`src/rtl/reg_writeback_if.sv`:
```
// Writeback channel bundle: ALU and load producers in, register-file write
// port and status out.
interface reg_writeback_if #(
    parameter int unsigned DATA_WIDTH    = 32,
    parameter int unsigned ADDRESS_WIDTH = 5
);
    logic                          alu_valid;
    logic                          alu_ready;
    logic [ADDRESS_WIDTH-1:0]      alu_rd;
    logic [DATA_WIDTH-1:0]         alu_result;
    logic                          ld_valid;
    logic                          ld_ready;
    logic [ADDRESS_WIDTH-1:0]      ld_rd;
    logic [DATA_WIDTH-1:0]         ld_data;
    logic                          WE3;
    logic [ADDRESS_WIDTH-1:0]      A3;
    logic [DATA_WIDTH-1:0]         WD3;
    logic [DATA_WIDTH-1:0]         a0;
    logic [(1<<ADDRESS_WIDTH)-1:0] pending_mask;

    // Producer side (pipeline / testbench)
    modport master (
        output alu_valid, alu_rd, alu_result, ld_valid, ld_rd, ld_data,
        input  alu_ready, ld_ready, WE3, A3, WD3, a0, pending_mask
    );

    // Writeback block side
    modport slave (
        input  alu_valid, alu_rd, alu_result, ld_valid, ld_rd, ld_data,
        output alu_ready, ld_ready, WE3, A3, WD3, a0, pending_mask
    );
endinterface

```
`src/rtl/reg_writeback.sv`:
```
// Register-file writeback arbiter: merges ALU results with a small load-result
// FIFO into a single registered write port, tracks outstanding destinations
// and shadows x10 (a0).
module reg_writeback #(
    parameter int unsigned DATA_WIDTH    = 32,
    parameter int unsigned ADDRESS_WIDTH = 5,
    parameter int unsigned LD_DEPTH      = 2
) (
    input logic           clk,
    input logic           rst_n,
    reg_writeback_if.slave bus
);
    localparam int unsigned PtrW = (LD_DEPTH > 1) ? $clog2(LD_DEPTH) : 1;
    localparam int unsigned Regs = 1 << ADDRESS_WIDTH;
    localparam logic [ADDRESS_WIDTH-1:0] A0Idx = ADDRESS_WIDTH'(10);

    typedef logic [PtrW-1:0] ptr_t;

    logic [ADDRESS_WIDTH-1:0] rd_mem   [LD_DEPTH];
    logic [DATA_WIDTH-1:0]    data_mem [LD_DEPTH];
    logic [LD_DEPTH-1:0]      vld_q, vld_d;
    ptr_t                     wr_ptr, rd_ptr;
    logic                     run_q;
    logic                     full, empty, ready, push, pop, alu_take, win;
    logic [ADDRESS_WIDTH-1:0] win_rd;
    logic [DATA_WIDTH-1:0]    win_data;
    logic                     we_q;
    logic [ADDRESS_WIDTH-1:0] a3_q;
    logic [DATA_WIDTH-1:0]    wd3_q, a0_q;
    logic [Regs-1:0]          mask;

    function automatic ptr_t ptr_inc(ptr_t p);
        if (int'(p) == int'(LD_DEPTH) - 1) return '0;
        return p + ptr_t'(1);
    endfunction

    // Handshake, arbitration and FIFO occupancy next-state
    always_comb begin
        full     = &vld_q;
        empty    = ~|vld_q;
        // run_q keeps both readies low until the first edge after reset release
        ready    = run_q && !full;
        push     = bus.ld_valid && ready;
        alu_take = bus.alu_valid && ready;
        // Full FIFO beats ALU; otherwise ALU beats a non-full FIFO
        pop      = full || (!alu_take && !empty);
        win      = pop || alu_take;
        win_rd   = pop ? rd_mem[rd_ptr]   : bus.alu_rd;
        win_data = pop ? data_mem[rd_ptr] : bus.alu_result;
        vld_d    = vld_q;
        if (pop)  vld_d[rd_ptr] = 1'b0;
        if (push) vld_d[wr_ptr] = 1'b1;
    end

    // FIFO storage; contents only matter where the matching valid bit is set
    always_ff @(posedge clk) begin
        if (push) begin
            rd_mem[wr_ptr]   <= bus.ld_rd;
            data_mem[wr_ptr] <= bus.ld_data;
        end
    end

    // FIFO occupancy, pointers and post-reset run flag
    always_ff @(posedge clk or negedge rst_n) begin
        if (!rst_n) begin
            vld_q  <= '0;
            wr_ptr <= '0;
            rd_ptr <= '0;
            run_q  <= 1'b0;
        end else begin
            vld_q  <= vld_d;
            run_q  <= 1'b1;
            if (push) wr_ptr <= ptr_inc(wr_ptr);
            if (pop)  rd_ptr <= ptr_inc(rd_ptr);
        end
    end

    // Output stage: register the winner; x0 winners are consumed silently
    always_ff @(posedge clk or negedge rst_n) begin
        if (!rst_n) begin
            we_q  <= 1'b0;
            a3_q  <= '0;
            wd3_q <= '0;
            a0_q  <= '0;
        end else begin
            we_q <= 1'b0;
            if (win && (win_rd != '0)) begin
                we_q  <= 1'b1;
                a3_q  <= win_rd;
                wd3_q <= win_data;
                if (win_rd == A0Idx) a0_q <= win_data;
            end
        end
    end

    // Outstanding destinations: queued loads plus the write being presented
    always_comb begin
        mask = '0;
        for (int i = 0; i < int'(LD_DEPTH); i++) begin
            if (vld_q[i]) mask[rd_mem[i]] = 1'b1;
        end
        if (we_q) mask[a3_q] = 1'b1;
        mask[0] = 1'b0;
    end

    assign bus.alu_ready    = ready;
    assign bus.ld_ready     = ready;
    assign bus.WE3          = we_q;
    assign bus.A3           = a3_q;
    assign bus.WD3          = wd3_q;
    assign bus.a0           = a0_q;
    assign bus.pending_mask = mask;
endmodule

```
`src/flat_wrapper.sv`:
```
// flat-port wrapper written by rule: the top's interface ports become plain ports
module reg_writeback_flat 
#(
    parameter int unsigned DATA_WIDTH    = 32,
    parameter int unsigned ADDRESS_WIDTH = 5,
    parameter int unsigned LD_DEPTH      = 2
)
  (clk, rst_n, bus_alu_valid, bus_alu_rd, bus_alu_result, bus_ld_valid, bus_ld_rd, bus_ld_data, bus_alu_ready, bus_ld_ready, bus_WE3, bus_A3, bus_WD3, bus_a0, bus_pending_mask);
  reg_writeback_if #(.DATA_WIDTH(DATA_WIDTH), .ADDRESS_WIDTH(ADDRESS_WIDTH)) bus_i ();
  input logic clk;
  input logic rst_n;
  input wire logic [$bits(bus_i.alu_valid)-1:0] bus_alu_valid;
  input wire logic [$bits(bus_i.alu_rd)-1:0] bus_alu_rd;
  input wire logic [$bits(bus_i.alu_result)-1:0] bus_alu_result;
  input wire logic [$bits(bus_i.ld_valid)-1:0] bus_ld_valid;
  input wire logic [$bits(bus_i.ld_rd)-1:0] bus_ld_rd;
  input wire logic [$bits(bus_i.ld_data)-1:0] bus_ld_data;
  output wire logic [$bits(bus_i.alu_ready)-1:0] bus_alu_ready;
  output wire logic [$bits(bus_i.ld_ready)-1:0] bus_ld_ready;
  output wire logic [$bits(bus_i.WE3)-1:0] bus_WE3;
  output wire logic [$bits(bus_i.A3)-1:0] bus_A3;
  output wire logic [$bits(bus_i.WD3)-1:0] bus_WD3;
  output wire logic [$bits(bus_i.a0)-1:0] bus_a0;
  output wire logic [$bits(bus_i.pending_mask)-1:0] bus_pending_mask;
  assign bus_i.alu_valid = bus_alu_valid;
  assign bus_i.alu_rd = bus_alu_rd;
  assign bus_i.alu_result = bus_alu_result;
  assign bus_i.ld_valid = bus_ld_valid;
  assign bus_i.ld_rd = bus_ld_rd;
  assign bus_i.ld_data = bus_ld_data;
  assign bus_alu_ready = bus_i.alu_ready;
  assign bus_ld_ready = bus_i.ld_ready;
  assign bus_WE3 = bus_i.WE3;
  assign bus_A3 = bus_i.A3;
  assign bus_WD3 = bus_i.WD3;
  assign bus_a0 = bus_i.a0;
  assign bus_pending_mask = bus_i.pending_mask;
  reg_writeback #(.DATA_WIDTH(DATA_WIDTH), .ADDRESS_WIDTH(ADDRESS_WIDTH), .LD_DEPTH(LD_DEPTH)) u_core (.clk(clk), .rst_n(rst_n), .bus(bus_i));
endmodule
```
`config.mk`:
```
export PLATFORM = sky130hd
export DESIGN_NAME = reg_writeback_flat
export DESIGN_NICKNAME = d
export VERILOG_FILES = /design/src/rtl/reg_writeback_if.sv /design/src/rtl/reg_writeback.sv /design/src/flat_wrapper.sv
export SDC_FILE = /design/constraint.sdc
export NUM_CORES = 1
export LEC_CHECK = 0
export ABC_AREA = 1
export CORE_UTILIZATION = 45
export CTS_CLUSTER_DIAMETER = 120
export DETAILED_ROUTE_END_ITERATION = 10
export GPL_TIMING_DRIVEN = 0
export PLACE_DENSITY_LB_ADDON = 0.2
export RECOVER_POWER = 100
export SLEW_MARGIN = 20
export SYNTH_ARGS = -nofsm -noshare
export SYNTH_HDL_FRONTEND = slang
export SYNTH_SLANG_ARGS = --single-unit
export TNS_END_PERCENT = 100
```
`constraint.sdc`:
```
create_clock -name clk -period 5.2 [get_ports clk]
set_input_delay 1.04 -clock clk [delete_from_list [all_inputs] [get_ports clk]]
set_output_delay 1.04 -clock clk [all_outputs]
set_load 0.01 [all_outputs]
```
==> results.sh <==
export IMPL_required_ns=5.24
export IMPL_final_antenna_net_count=0
export IMPL_num_rows=44
export IMPL_ir_drop_mv=0.2963
export IMPL_antenna_found_initial=0
export IMPL_min_period_ns=3.940
export IMPL_n_antenna_cell=0
export IMPL_gp_congestion=0.9070
export IMPL_hp_class="reg -> reg"
export IMPL_path_class="in -> reg"
export IMPL_viasPerCell=5.296
export IMPL_clk_pin_slew_ns=0.06
export IMPL_finalSetupViolations=0
export IMPL_grt_first_pass_wirelength_mm=31.60
export IMPL_cts_resized=0
export IMPL_outcome="finished with violations"
export IMPL_start_util_pct=46.74
export IMPL_p_clk_share_pct=23.3
export IMPL_p_sw_mw=2.131
export IMPL_post_route_period_util_pct=75.77
export IMPL_mostFrequentLayoutCell="nand2_1"
export IMPL_hpwl_mm=14.21
export IMPL_hold_viol=0
export IMPL_dieArea_um2=15820
export IMPL_ctsHoldBuffers=0
export IMPL_grt_setup_unrepaired="no"
export IMPL_ctsLongestPathBuffers=2
export IMPL_ys_seq_area_share_pct=59.44
export IMPL_drive_gt1_share_pct=7.012
export IMPL_fin_util_pct=64.37
export IMPL_route_vias_total=6186
export IMPL_grt_pass1_vias=5935
export IMPL_wire_per_inst_um=17.03
export IMPL_synth_nets=847
export IMPL_worst_path_max_fanout=20
export IMPL_power_density_nw_per_um2=568.5
export IMPL_clock_latency_ns=0.43
export IMPL_syn2layout_area_growth_pct=37.72
export IMPL_numCtsBuffers=17
export IMPL_regToRegStartpoint="u_core.vld_q[0]"
export IMPL_reg2reg_depth=5
export IMPL_endpoint_kind="flop"
export IMPL_worstReg2RegEnd="u_core.data_mem[0][19]"
export IMPL_finalClockSkew_ns=0.007937
export IMPL_fillCellCount=1225
export IMPL_p_comb_share_pct=42.4
export IMPL_start_kind="primary input"
export IMPL_fmax_mhz=253.8
export IMPL_gr_usage_all_layers_pct=26.34
export IMPL_die_w_um=125.8
export IMPL_crit_path_end="u_core.data_mem[0][19]"
export IMPL_clkSinkCount=149
export IMPL_yosys_warnings=0
export IMPL_swShare_pct=39.47
export IMPL_cts_root_buf="clkbuf_16"
export IMPL_io_pins=182
export IMPL_ys_types=27
export IMPL_tightest_slew_ns=2.234
export IMPL_drv_slew=76
export IMPL_ys_ff_latch=149
export IMPL_dr_first_iter_drc_count=527
export IMPL_worstPathArrival_ns=3.98
export IMPL_syn_area_um2=6895
export IMPL_p_int_mw=3.268
export IMPL_die_y_um=125.8
export IMPL_place_area_um2=9015
export IMPL_post_route_cell_area_um2=9497
export IMPL_cap_violations=3
export IMPL_firstDrtPassIters=4
export IMPL_p_leak_nw=4.297
export IMPL_violations="capacitance limit, slew limit"
export IMPL_design_core_area_um2=14750
export IMPL_port_buffers=180
export IMPL_drc=0
export IMPL_postCtsSetupBuffers=0
export IMPL_syn_mean_instance_area_um2=8.967
export IMPL_postSynthCellCount=769
export IMPL_cts_tree="yes"
export IMPL_layout_common_cells="323 x nand2_1, 140 x dlygate4sd3_1, 103 x nand3_1, 75 x dfrtp_1, 74 x edfxtp_1"
export IMPL_wl_mm=19.89
export IMPL_r2r_setup_slack_ns=1.70
export IMPL_relSlewSlack_pct=-48.95
export IMPL_fin_setup_tns_ns=0
export IMPL_nets=1049
export IMPL_cp_startpoint="bus_ld_valid"
export IMPL_grt_max_degree=41
export IMPL_cts_max_level=4
export IMPL_p_seq_share_pct=34.3
export IMPL_overflow=0
-- Yosys cell counts (all sizes together) --
cell	instances	share of area, %
nand2	332	19
nand3	104	7.8
dfrtp	75	27
edfxtp	74	32
nor2	41	2.4
nor3	33	2.4
a31oi	32	2.9
inv	31	1.7
buf	28	2.9
clkbuf	7	0.38
o21ai	5	0.36
conb	2	0.11
xor2	2	0.25
and2	1	0.091
o21bai	1	0.16
or2	1	0.091
-- metal layers --
metal	share of wire [%]	routed length, um	vias to the layer above	track usage, %
met3	6.9	1371	33	5.183
met5	0	0	-	0
met4	2.1	417	0	9.284
met1	42	8414	2937	34.13
li1	-	-	2957	-
met2	49	9692	259	44.25
-- final cells by class --
class	count	area, um2	area share [%]
flip-flops and latches	149	4099	43.16
repair buffers	183	1823	19.20
plain buffers	35	201.4	2.121
clock inverters	14	175.2	1.845
multi-input cells	554	2422	25.51
well taps	184	230.2	2.424
inverters	31	116.4	1.225
clock buffers	18	429.2	4.519
-- sequential cells by signal, summed over array words and instances (netlist names) --
signal	cells
u_core.data_mem	64
u_core.bus.WD3	32
u_core.bus.a0	32
u_core.rd_mem	10
u_core.bus.A3	5
u_core.vld_q	2
u_core.bus.WE3	1
u_core.rd_ptr	1
u_core.run_q	1
u_core.wr_ptr	1
-- worst max-delay path: stages --
cell,delay [ns]
dlygate4sd3_1,0.52
nand2_1,0.14
nor2_1,1.32
clkbuf_1,0.94
-- power by group through the flow --
stage          registers, mW  logic (mW)  clock network [mW]
3_5_place_dp            1.87        2.47                   0
5_1_grt                 1.89        2.54                1.32
6_report                1.85        2.29                1.26
2_1_floorplan           1.95        1.20                   0
4_1_cts                 1.86        2.49                1.27
3_3_place_gp            1.88        2.41                   0
-- per-stage QoR --
step	setup WS, ns	cells	hold slack (ns)	total power [mW]
2_1_floorplan	2.048	769	0.4607	3.159
3_3_place_gp	0.4043	1133	0.4542	4.289
3_5_place_dp	1.909	1136	0.4582	4.349
4_1_cts	1.457	1168	0.4735	5.623
5_1_grt	0.9708	1168	0.4846	5.751
6_report	1.260	1168	0.4644	5.399
-- cells by family after synthesis --
logic type / Yosys count / share of synthesized area [%]
DFF: 149 / 59.44
buffers and inverters: 66 / 5.008
xor gates and xnor gates: 2 / 0.2541
and+or+nand+nor: 512 / 31.75
AOI/OAI and AO/OA: 38 / 3.429
other: 2 / 0.1089
-- worst min path at each step --
stage / cells after the start / startpoint / to
6_report: 2 / u_core.bus.a0[22] / u_core.bus.a0[22]
3_5_place_dp: 2 / u_core.bus.a0[22] / u_core.bus.a0[22]
3_3_place_gp: 2 / u_core.bus.a0[21] / u_core.bus.a0[21]
5_1_grt: 2 / u_core.bus.a0[7] / u_core.bus.a0[7]
2_1_floorplan: 1 / u_core.wr_ptr / u_core.vld_q[0]
4_1_cts: 2 / u_core.bus.WD3[6] / u_core.bus.WD3[6]
No activity file was read; power rests on OpenSTA's default activity.
